<file path="config.mk">
export PLATFORM = sky130hd
export DESIGN_NAME = inst_fetch_flat
export DESIGN_NICKNAME = d
export VERILOG_FILES = /design/src/rtl/inst_fetch_if.sv /design/src/rtl/inst_fetch.sv /design/src/flat_wrapper.sv
export SDC_FILE = /design/constraint.sdc
export NUM_CORES = 1
export LEC_CHECK = 0
export ABC_AREA = 0
export BUFFER_PORTS_ARGS = -buffer_cell sky130_fd_sc_hd__buf_4
export CORE_ASPECT_RATIO = 0.9
export CORE_MARGIN = 5
export CORE_UTILIZATION = 30
export CTS_BUF_LIST = sky130_fd_sc_hd__clkbuf_8
export CTS_CLUSTER_SIZE = 20
export DETAILED_ROUTE_END_ITERATION = 10
export SYNTH_ARGS = -nofsm -noshare
export SYNTH_HDL_FRONTEND = slang
export SYNTH_SLANG_ARGS = --single-unit
export TNS_END_PERCENT = 1
</file>
<file path="constraint.sdc">
create_clock -name clk -period 7.3 [get_ports clk]
set_input_delay 1.095 -clock clk [delete_from_list [all_inputs] [get_ports clk]]
set_output_delay 1.095 -clock clk [all_outputs]
set_load 0.02 [all_outputs]
</file>
<file path="src/rtl/inst_fetch_if.sv">
// Fetch-stage bundle: downstream control, instruction-memory port and the
// instruction handed downstream.
interface inst_fetch_if;
    logic        stall;
    logic        redirect;
    logic [29:0] redirect_pc;
    logic [29:0] imem_addr;
    logic [31:0] imem_inst;
    logic [31:0] if_inst;
    logic [31:0] if_pc;
    logic        if_valid;
    logic [31:0] fetch_count;

    // master: the fetch unit; slave: pipeline plus instruction memory
    modport master (
        input  stall, redirect, redirect_pc, imem_inst,
        output imem_addr, if_inst, if_pc, if_valid, fetch_count
    );
    modport slave (
        output stall, redirect, redirect_pc, imem_inst,
        input  imem_addr, if_inst, if_pc, if_valid, fetch_count
    );
endinterface

</file>
<file path="src/rtl/inst_fetch.sv">
// Instruction fetch stage driving a synchronous-read instruction memory.
// pc_r tracks the memory's address register so if_pc always matches imem_inst.
module inst_fetch (
    input  logic          clk,
    input  logic          rst,
    inst_fetch_if.master  bus
);

    localparam logic [1:0] StBoot      = 2'd0;
    localparam logic [1:0] StRun       = 2'd1;
    localparam logic [1:0] StHoldRedir = 2'd2;

    logic [1:0]  state_q, state_d;
    logic [29:0] pc_r;
    logic [29:0] pend_pc, pend_pc_d;
    logic [29:0] next_addr;
    logic [31:0] fetch_count_q;
    logic        valid;

    always_comb begin
        state_d   = state_q;
        pend_pc_d = pend_pc;
        next_addr = pc_r;
        unique case (state_q)
            StBoot: begin
                next_addr = 30'd0;
                state_d   = StRun;
            end
            StRun: begin
                if (!bus.stall) begin
                    next_addr = bus.redirect ? bus.redirect_pc : pc_r + 30'd1;
                end else if (bus.redirect) begin
                    // Memory must keep re-reading the held instruction; park the target.
                    pend_pc_d = bus.redirect_pc;
                    state_d   = StHoldRedir;
                end
            end
            StHoldRedir: begin
                if (bus.stall) begin
                    if (bus.redirect) pend_pc_d = bus.redirect_pc;
                end else begin
                    next_addr = bus.redirect ? bus.redirect_pc : pend_pc;
                    state_d   = StRun;
                end
            end
            default: begin
                next_addr = 30'd0;
                state_d   = StBoot;
            end
        endcase
    end

    assign valid = (state_q == StRun) || (state_q == StHoldRedir);

    always_ff @(posedge clk or posedge rst) begin
        if (rst) begin
            state_q       <= StBoot;
            pc_r          <= 30'd0;
            pend_pc       <= 30'd0;
            fetch_count_q <= 32'd0;
        end else begin
            state_q <= state_d;
            pc_r    <= next_addr;
            pend_pc <= pend_pc_d;
            if (valid && !bus.stall) fetch_count_q <= fetch_count_q + 32'd1;
        end
    end

    assign bus.imem_addr   = next_addr;
    assign bus.if_valid    = valid;
    assign bus.if_inst     = valid ? bus.imem_inst : 32'h0000_0000;
    assign bus.if_pc       = {pc_r, 2'b00};
    assign bus.fetch_count = fetch_count_q;

endmodule

</file>
<file path="src/flat_wrapper.sv">
// flat-port wrapper written by rule: the top's interface ports become plain ports
module inst_fetch_flat 
  (clk, rst, bus_stall, bus_redirect, bus_redirect_pc, bus_imem_inst, bus_imem_addr, bus_if_inst, bus_if_pc, bus_if_valid, bus_fetch_count);
  inst_fetch_if bus_i ();
  input  logic clk;
  input  logic rst;
  input wire logic [$bits(bus_i.stall)-1:0] bus_stall;
  input wire logic [$bits(bus_i.redirect)-1:0] bus_redirect;
  input wire logic [$bits(bus_i.redirect_pc)-1:0] bus_redirect_pc;
  input wire logic [$bits(bus_i.imem_inst)-1:0] bus_imem_inst;
  output wire logic [$bits(bus_i.imem_addr)-1:0] bus_imem_addr;
  output wire logic [$bits(bus_i.if_inst)-1:0] bus_if_inst;
  output wire logic [$bits(bus_i.if_pc)-1:0] bus_if_pc;
  output wire logic [$bits(bus_i.if_valid)-1:0] bus_if_valid;
  output wire logic [$bits(bus_i.fetch_count)-1:0] bus_fetch_count;
  assign bus_i.stall = bus_stall;
  assign bus_i.redirect = bus_redirect;
  assign bus_i.redirect_pc = bus_redirect_pc;
  assign bus_i.imem_inst = bus_imem_inst;
  assign bus_imem_addr = bus_i.imem_addr;
  assign bus_if_inst = bus_i.if_inst;
  assign bus_if_pc = bus_i.if_pc;
  assign bus_if_valid = bus_i.if_valid;
  assign bus_fetch_count = bus_i.fetch_count;
  inst_fetch u_core (.clk(clk), .rst(rst), .bus(bus_i));
endmodule
</file>
==> results by group, run 1 <==
Worst setup path
  – WP data required: just over 6000 ps
  – Arrival @ worst endpoint: between 3000 and 4000 ps
  – Max stage delay on crit path: around 800 ps
  – Worst Setup End Kind: primary output
  – Kind of critical path: in2out
  – Worst path cell trace: buf_4, clkinv_1, o221a_2, a22oi_1, nand3_1, buf_4
  – Worst reg-to-reg setup slack: roughly 4500 ps
  – Most used cell, CP: buf_4
  – Crit-path slowest cell: clkinv_1
  – CP max FO: 63
  – Buffer and inverter count on the worst path: 3
  – CP Launch Type: input pin
  – CP top delay family: buffers and inverters

Final layout
  – Ant diodes: 0
  – Layout Cells excl Fill: ~1100
  – Finished Core Util: ~40%
  – Net total in the final layout: 871
  – P&R area growth vs syn: 31.09%
  – Layout cells sized above 1: 32.09%
  – FF/Latch Area: 2352 sq um
  – Area of the multi-input gates: about 3300 sq um
  – Fillers: roughly 1900

Timing
  – Final Hold Vio Count: 0
  – Worst slew margin: a little under a third
  – Final setup fails: 0
  – Final Skew: 10.66 ps
  – Maximum clock frequency: approximately 220 MHz
  – Final Cycle Share: a little over three fifths
  – Final TNS setup: 0 ps
  – Final Max Slew Viols: 0
  – Period minus WS final: ~4600 ps
  – Unrepaired setup endpoints after global routing: no
  – Worst slew pin tran: 1026 ps

Detailed routing
  – Wirelength, routed: approximately 19000 um
  – DRC errors left: 0
  – WL per Instance: about 18 um
  – Detailed Route Iter0 Violations: 448
  – Pre-Repair DR Iteration Count: 5
  – Routed Antenna Nets: 0
  – Vias: about 5500
  – Routed vias/inst: between 5 and 6

Floorplan
  – Die area: roughly 22000 sq um
  – Chip Height: ~140 um
  – Row count: 48
  – IO Pins: around 190
  – Starting Density: about 30%
  – Die width: about 160 um
  – CORE AREA: 19160 sq um

Placement
  – Placer Congestion: roughly 0.86
  – Port Buffer Count: between 150 and 200
  – HPWL after detailed placement: 13470 um
  – Cell count after placement: around 1000

Yosys
  – Sequential cell area fraction in the yosys report: 40.22%
  – Top-count cell post-synth: dfrtp_1
  – Fraction of registers with async set/reset: 100.0%
  – Yosys top cell by area: dfrtp_1
  – Top post-synthesis cells by area: dfrtp_1 40%, mux2_2 6.0%, nand2_1 4.3%
  – Yosys reg bits: between 90 and 100
  – Synth unique cells: 64
  – Synthesized area: 5848 sq um
  – Top FF cell, synth: dfrtp_1
  – Post-Syn Area per Cell: about 9.3 sq um
  – Synthesis Warnings: 0
  – Number of enable flip-flop cells after synthesis: 0
  – Syn Inst Count: 630
  – Yosys top cell area share: 40.22%
  – Top cells by count, synth: 94 x dfrtp_1, 67 x nand2_1, 41 x o21ai_0

Global routing
  – Gr usage total: between 10% and 20%
  – Remaining global-route overflow: 0
  – Largest net degree at the start of global routing: 64
  – Initial antenna violation count: 0
  – First-pass GRT wire length: 29860 um
  – Vias in the first global route: approximately 5300

Clock tree
  – Clock transition at path regs: around 90 ps
  – Hold buffer count at CTS: 0
  – Number of buffers created by CTS: 9
  – CTS Sinks: 94
  – CTS tree: yes
  – Post-CTS setup buffer count: 0
  – Bufs on Longest Clock Path: 2
  – Htree depth: 3
  – Post-CTS Resized: 0
  – Worst-Skew Late Latency: roughly 390 ps
  – Root buf cell: clkbuf_8

Min path
  – Worst min path class: reg2reg

Power
  – Final Total Pwr: ~2.5 mW
  – Max IR drop VDD: between 0.00015 and 0.0002 V
  – Pwr dens: 326.5 nW/um^2
  – Leak: ~3.6 nW

Run status
  – Status: complete, no violations

Flow run
  – Maxcap violations: 0
final cells by class:
class,count,area share [%]
repair buffers,194,19.00
clock buffers,9,1.616
well taps,250,4.080
inverters,22,1.110
multi-input cells,478,42.53
clock inverters,7,0.9793
flip-flops and latches,94,30.68
where the power goes:
| group | internal, mW | switching [mW] |
|---|---|---|
| registers | 0.665 | 0.152 |
| logic | 0.555 | 0.765 |
| clock network | 0.159 | 0.208 |
registers in the layout, summed over array words and instances (netlist names):
name	count
u_core.bus.fetch_count	32
u_core.pc_r	30
u_core.state_q	2
u_core.pend_pc	30
worst paths after layout:
check / start / to / cells after the start
min in group asynchronous: rst / u_core.bus.fetch_count[31] / 2
min: u_core.bus.fetch_count[31] / u_core.bus.fetch_count[31] / 1
max in group asynchronous: rst / u_core.pend_pc[21] / 3
max: bus_redirect / bus_imem_addr[28] / 6
max reg2reg: u_core.state_q[1] / u_core.pend_pc[15] / 5
min reg2reg: u_core.bus.fetch_count[31] / u_core.bus.fetch_count[31] / 1
kinds of logic (layout without fill, tap and decap cells):
| family | after synthesis | after routing | share of synthesized area, % |
|---|---|---|---|
| fa+ha+maj | 6 | 6 | 1.284 |
| xor+xnor | 42 | 42 | 6.290 |
| simple gates | 235 | 235 | 22.23 |
| flops | 94 | 94 | 40.22 |
| compound gates | 142 | 142 | 16.39 |
| buf+inv | 59 | 232 | 4.129 |
| mux | 51 | 51 | 9.392 |
| other cells | 1 | 2 | 0.06412 |
per-layer routing:
layer / GRT usage [%] / part of all wire [%] / vias up
met4: 3.803 / 0.83 / 0
met3: 3.679 / 6.7 / 14
li1: - / - / 2613
met1: 24.13 / 46 / 2641
met5: 0 / 0 / -
met2: 25.97 / 46 / 193
worst reg2reg max path, stage by stage (launching register included):
cell,delay [ps]
dfrtp_1,420
inv_1,100
ha_2,540
nand3_1,790
buf_4,540
mux2_2,300
cells in the final DEF (no fill, tap or decap), types with 8 or more instances in the layout:
cell type	count
mux2i_1	20
dfrtp_1	94
clkbuf_8	9
mux2_2	31
xnor2_1	26
nor2_1	35
inv_1	20
nand2_1	67
nand2b_1	9
nand4_1	19
xor2_1	16
nand3_1	19
and2_1	36
o21ai_0	41
nor3_1	11
buf_4	194
a21oi_1	23
o22ai_1	8
o211ai_1	8
through the flow:
stage | instance area, sq um | setup slack, ps | hold WS (ps)
3_5_place_dp | 7467 | 2777 | 477.1
6_report | 7666 | 2713 | 476.5
4_1_cts | 7666 | 2787 | 491.2
2_1_floorplan | 5852 | 3575 | 449.2
3_3_place_gp | 7467 | 2816 | 464.4
5_1_grt | 7666 | 2529 | 502.5
No activity file was read; power rests on OpenSTA's default activity.
==> run 2, diff against run 1 <==
==> constraint.sdc (replaced) <==
create_clock -name clk -period 4.6 [get_ports clk]
set_input_delay 0.69 -clock clk [delete_from_list [all_inputs] [get_ports clk]]
set_output_delay 0.69 -clock clk [all_outputs]
set_load 0.02 [all_outputs]
==> results by group, run 2 (synthesis results as in run 1) <==
Run status
  – Status: complete, no violations

Clock tree
  – CTS tree: yes
  – Post-CTS setup buffer count: 0
  – CTS Sinks: 94
  – Bufs on Longest Clock Path: 2
  – Clock transition at path regs: approximately 100 ps
  – Post-CTS Resized: 0
  – Number of buffers created by CTS: 9
  – Worst-Skew Late Latency: about 380 ps
  – Root buf cell: clkbuf_8
  – Htree depth: 3
  – Hold buffer count at CTS: 0

Worst setup path
  – CP Launch Type: register
  – CP max FO: 11
  – Worst reg2reg startpoint: u_core.state_q[1]
  – WP data required: about 4000 ps
  – Critical path launch point: u_core.pc_r[4]
  – Kind of critical path: reg2out
  – Worst Setup End Kind: primary output
  – Path depth of the worst reg2reg path: 7
  – Arrival @ worst endpoint: 2900 ps

Global routing
  – Initial antenna violation count: 0
  – Gr usage total: 16.58%
  – Remaining global-route overflow: 0
  – First-pass GRT wire length: 29560 um
  – Vias in the first global route: between 5000 and 6000
  – Largest net degree at the start of global routing: 64

Power
  – Pwr dens: a little over 500 nW/um^2
  – Max IR drop VDD: roughly 0.0003 V
  – Final Total Pwr: ~4.0 mW
  – Leak: about 3.6 nW

Timing
  – Final Skew: roughly 16 ps
  – Maximum clock frequency: 278.5 MHz
  – Worst slew pin tran: slightly above 800 ps
  – Final TNS setup: 0 ps
  – Unrepaired setup endpoints after global routing: no
  – Final Hold Vio Count: 0
  – Final Cycle Share: between 70 and 80%
  – Final Max Slew Viols: 0
  – Fin worst setup slack: between 1000 and 1500 ps
  – Min Hold Slack: 464.1 ps
  – Period minus WS final: around 3600 ps
  – Worst slew margin: roughly 45%
  – Final setup fails: 0

Floorplan
  – CORE AREA: around 19000 sq um
  – Die area: 22390 sq um
  – Chip Height: about 140 um
  – Die width: 157.2 um
  – IO Pins: 193
  – Row count: between 40 and 50
  – Starting Density: 30.53%

Final layout
  – Commonest non-fill, non-tap cell in the layout: buf_4
  – Max FFs per register: 32
  – Layout cells sized above 1: roughly 32%
  – Most frequent cells in the layout: 199 x buf_4, 94 x dfrtp_1, 67 x nand2_1
  – Net total in the final layout: between 800 and 900
  – Fillers: around 2000
  – P&R area growth vs syn: 31.73%
  – Layout Cells excl Fill: roughly 1100
  – Ant diodes: 0

Detailed routing
  – WL per Instance: roughly 18 um
  – Vias: 5432
  – Pre-Repair DR Iteration Count: 5
  – Wirelength, routed: around 19000 um
  – Routed Antenna Nets: 0
  – Routed vias/inst: around 5
  – Detailed Route Iter0 Violations: 350
  – DRC errors left: 0

Placement
  – Placer Congestion: between 0.8 and 0.9
  – Port Buffer Count: 190
  – Cell count after placement: roughly 1000
  – Dpl ws: about 1400 ps
  – HPWL after detailed placement: roughly 14000 um

Flow run
  – Maxcap violations: 0

Min path
  – Worst min path class: in2async
==> run 2: changes by cell type in the layout (fill, tap and decap cells not counted), sizes merged <==
cell,before,now
clkinvlp,3,0
clkbuf,9,10
buf,194,199
inv,21,23
==> run 2: metal layers <==
metal	global-route usage, %	wire length (um)	up-vias
li1	-	-	2606
met1	23.70	8669	2637
met2	25.48	9008	176
met3	3.953	1188	13
met4	3.848	195	0
met5	0	0	-
==> run 2: path summary, 6_finish.rpt <==
kind	end	slack (ps)
max	bus_imem_addr[15]	1010
min	u_core.pc_r[28]	460
max reg2reg	u_core.bus.fetch_count[28]	1990
min reg2reg	u_core.bus.fetch_count[31]	480
max in group asynchronous	u_core.bus.fetch_count[22]	3190
min in group clk	u_core.bus.fetch_count[31]	480
==> run 2: through the flow <==
step / instance area [sq um] / util, %
2_1_floorplan: 5852 / -
3_5_place_dp: 7505 / 39.17
3_3_place_gp: 7505 / 39.17
6_report: 7704 / 40.21
5_1_grt: 7704 / 40.21
4_1_cts: 7704 / 40.21
==> run 2: critical path, stage by stage, from the launching register on <==
cell and delay, ps:
dfrtp_1 450, nand3_1 500, nor4_4 620, nand3b_1 130, a21o_1 220, a2111oi_4 370
buf_4 210
==> run 2: cell type report <==
cell class	instances	area, sq um	area share (%)
Inverter	22	85.08	1.104
Clock buffer	10	137.6	1.787
Multi-Input combinational cell	478	3261	42.33
Tap cell	250	312.8	4.060
Timing Repair Buffer	199	1494	19.39
Clock inverter	6	61.31	0.7958
Sequential cell	94	2352	30.53
==> run 2: report_power, final <==
part | internal (mW) | switching, mW
clock network | 0.266 | 0.318
registers | 1.05 | 0.244
logic | 0.889 | 1.22
==> run 3, diff against run 2 <==
==> constraint.sdc (replaced) <==
create_clock -name clk -period 3.73 [get_ports clk]
set_input_delay 0.5595 -clock clk [delete_from_list [all_inputs] [get_ports clk]]
set_output_delay 0.5595 -clock clk [all_outputs]
set_load 0.02 [all_outputs]
==> results by group, run 3 (synthesis results as in run 1) <==
Run status
  – Status: complete, no violations

Global routing
  – Vias in the first global route: 5304
  – Gr usage total: between 10% and 20%
  – Largest net degree at the start of global routing: 50
  – First-pass GRT wire length: around 30000 um
  – Remaining global-route overflow: 0
  – Initial antenna violation count: 0

Clock tree
  – Post-CTS Resized: 0
  – Root buf cell: clkbuf_8
  – Bufs on Longest Clock Path: 2
  – Post-CTS setup buffer count: 0
  – CTS Sinks: 94
  – Htree depth: 3
  – CTS tree: yes
  – Worst-Skew Late Latency: 380 ps
  – Number of buffers created by CTS: 9
  – Hold buffer count at CTS: 0
  – Clock transition at path regs: approximately 100 ps

Timing
  – Maximum clock frequency: 307.2 MHz
  – Final Hold Vio Count: 0
  – Final setup fails: 0
  – Worst slew pin tran: 669.5 ps
  – Final Max Slew Viols: 0
  – Worst slew margin: a little under three fifths
  – Final Skew: between 9 and 10 ps
  – Unrepaired setup endpoints after global routing: no
  – Period minus WS final: roughly 3300 ps
  – Final TNS setup: 0 ps
  – Final Cycle Share: between 80 and 90%

Final layout
  – Commonest non-fill, non-tap cell in the layout: buf_4
  – Layout Cells excl Fill: approximately 1100
  – Net total in the final layout: a little under 900
  – P&R area growth vs syn: 33.14%
  – Most frequent cells in the layout: 209 x buf_4, 94 x dfrtp_1, 67 x nand2_1
  – Fillers: 1927
  – Ant diodes: 0
  – Layout cells sized above 1: 33.33%
  – Design Area, Final: between 7000 and 8000 sq um
  – Max FFs per register: 32

Worst setup path
  – Kind of critical path: reg2out
  – CP Launch Type: register
  – Worst reg-to-reg setup slack: 1010 ps
  – Worst path cell trace: ha_1, nand3_1, nor3_4, nand3_2, o41a_1, a21oi_1, buf_4
  – Crit-path slowest cell: dfrtp_1
  – WP data required: 3170 ps
  – Max stage delay on crit path: between 400 and 500 ps
  – Arrival @ worst endpoint: between 2000 and 3000 ps
  – Worst Setup End Kind: primary output
  – CP max FO: 7

Detailed routing
  – Routed Antenna Nets: 0
  – Routed vias/inst: between 5 and 6
  – Pre-Repair DR Iteration Count: 5
  – DRC errors left: 0
  – Wirelength, routed: ~19000 um
  – WL per Instance: 17.88 um
  – Vias: approximately 5500
  – Detailed Route Iter0 Violations: just under 400

Floorplan
  – CORE AREA: roughly 19000 sq um
  – Chip Height: roughly 140 um
  – IO Pins: just under 200
  – Row count: 48
  – Starting Density: 30.53%
  – Die width: 157.2 um
  – Die area: roughly 22000 sq um

Placement
  – HPWL after detailed placement: 14300 um
  – Cell Area, Placed: 7580 sq um
  – Placer Congestion: 0.8707
  – Port Buffer Count: 190
  – Cell count after placement: 1053

Power
  – Leak: around 3.7 nW
  – Max IR drop VDD: around 0.00041 V
  – Pwr dens: between 600 and 700 nW/um^2
  – Final Total Pwr: slightly below 5 mW

Flow run
  – Maxcap violations: 0

Min path
  – Worst min path class: in2async
==> run 3: worst paths after layout <==
| kind | start | end | depth (start not counted) |
|---|---|---|---|
| setup / recovery | u_core.pc_r[0] | bus_imem_addr[24] | 7 |
| hold / removal | rst | u_core.pc_r[8] | 2 |
| setup reg to reg | u_core.state_q[1] | u_core.bus.fetch_count[26] | 8 |
| hold reg to reg | u_core.bus.fetch_count[31] | u_core.bus.fetch_count[31] | 1 |
| max in group asynchronous | rst | u_core.bus.fetch_count[27] | 3 |
| min in group clk | bus_redirect_pc[7] | u_core.pend_pc[7] | 2 |
==> run 3: power breakdown <==
group | switching (mW) | internal, mW
logic | 1.49 | 1.13
clock network | 0.391 | 0.332
registers | 0.309 | 1.30
total | 2.19 | 2.76
==> run 3: area by class of cell <==
cell class,instances,area (sq um),share of cell area [%]
clock buffer,10,137.6,1.768
clock inverter,6,68.82,0.8838
inverter,22,85.08,1.093
multi-input combinational,478,3261,41.88
sequential,94,2352,30.21
tap,250,312.8,4.017
timing repair buffer,209,1569,20.15
==> run 3: per-stage QoR <==
| step | hold WS (ps) | utilization [%] | worst slack (ps) |
|---|---|---|---|
| 2_1_floorplan | 449.2 | - | 721.8 |
| 3_3_place_gp | 468.4 | 39.56 | 886.7 |
| 3_5_place_dp | 470.4 | 39.56 | 873.8 |
| 4_1_cts | 277.6 | 40.64 | 426.5 |
| 5_1_grt | 315.7 | 40.64 | 228.0 |
| 6_report | 270.9 | 40.64 | 474.3 |
==> run 3: layer usage <==
layer	GRT usage, %	routed length, um
met5	0	0
met3	4.257	1215
met1	24.18	8811
met4	3.124	148
met2	26.11	8940
==> run 3: worst max-delay path, delay by kind of cell (launching register included) <==
kind	cells	cell delay (ps)
AND/OR/NAND/NOR	3	860
adder cells (fa/ha/maj)	1	220
buffers and inverters	1	200
flip-flops	1	480
AO/OA/AOI/OAI	2	550
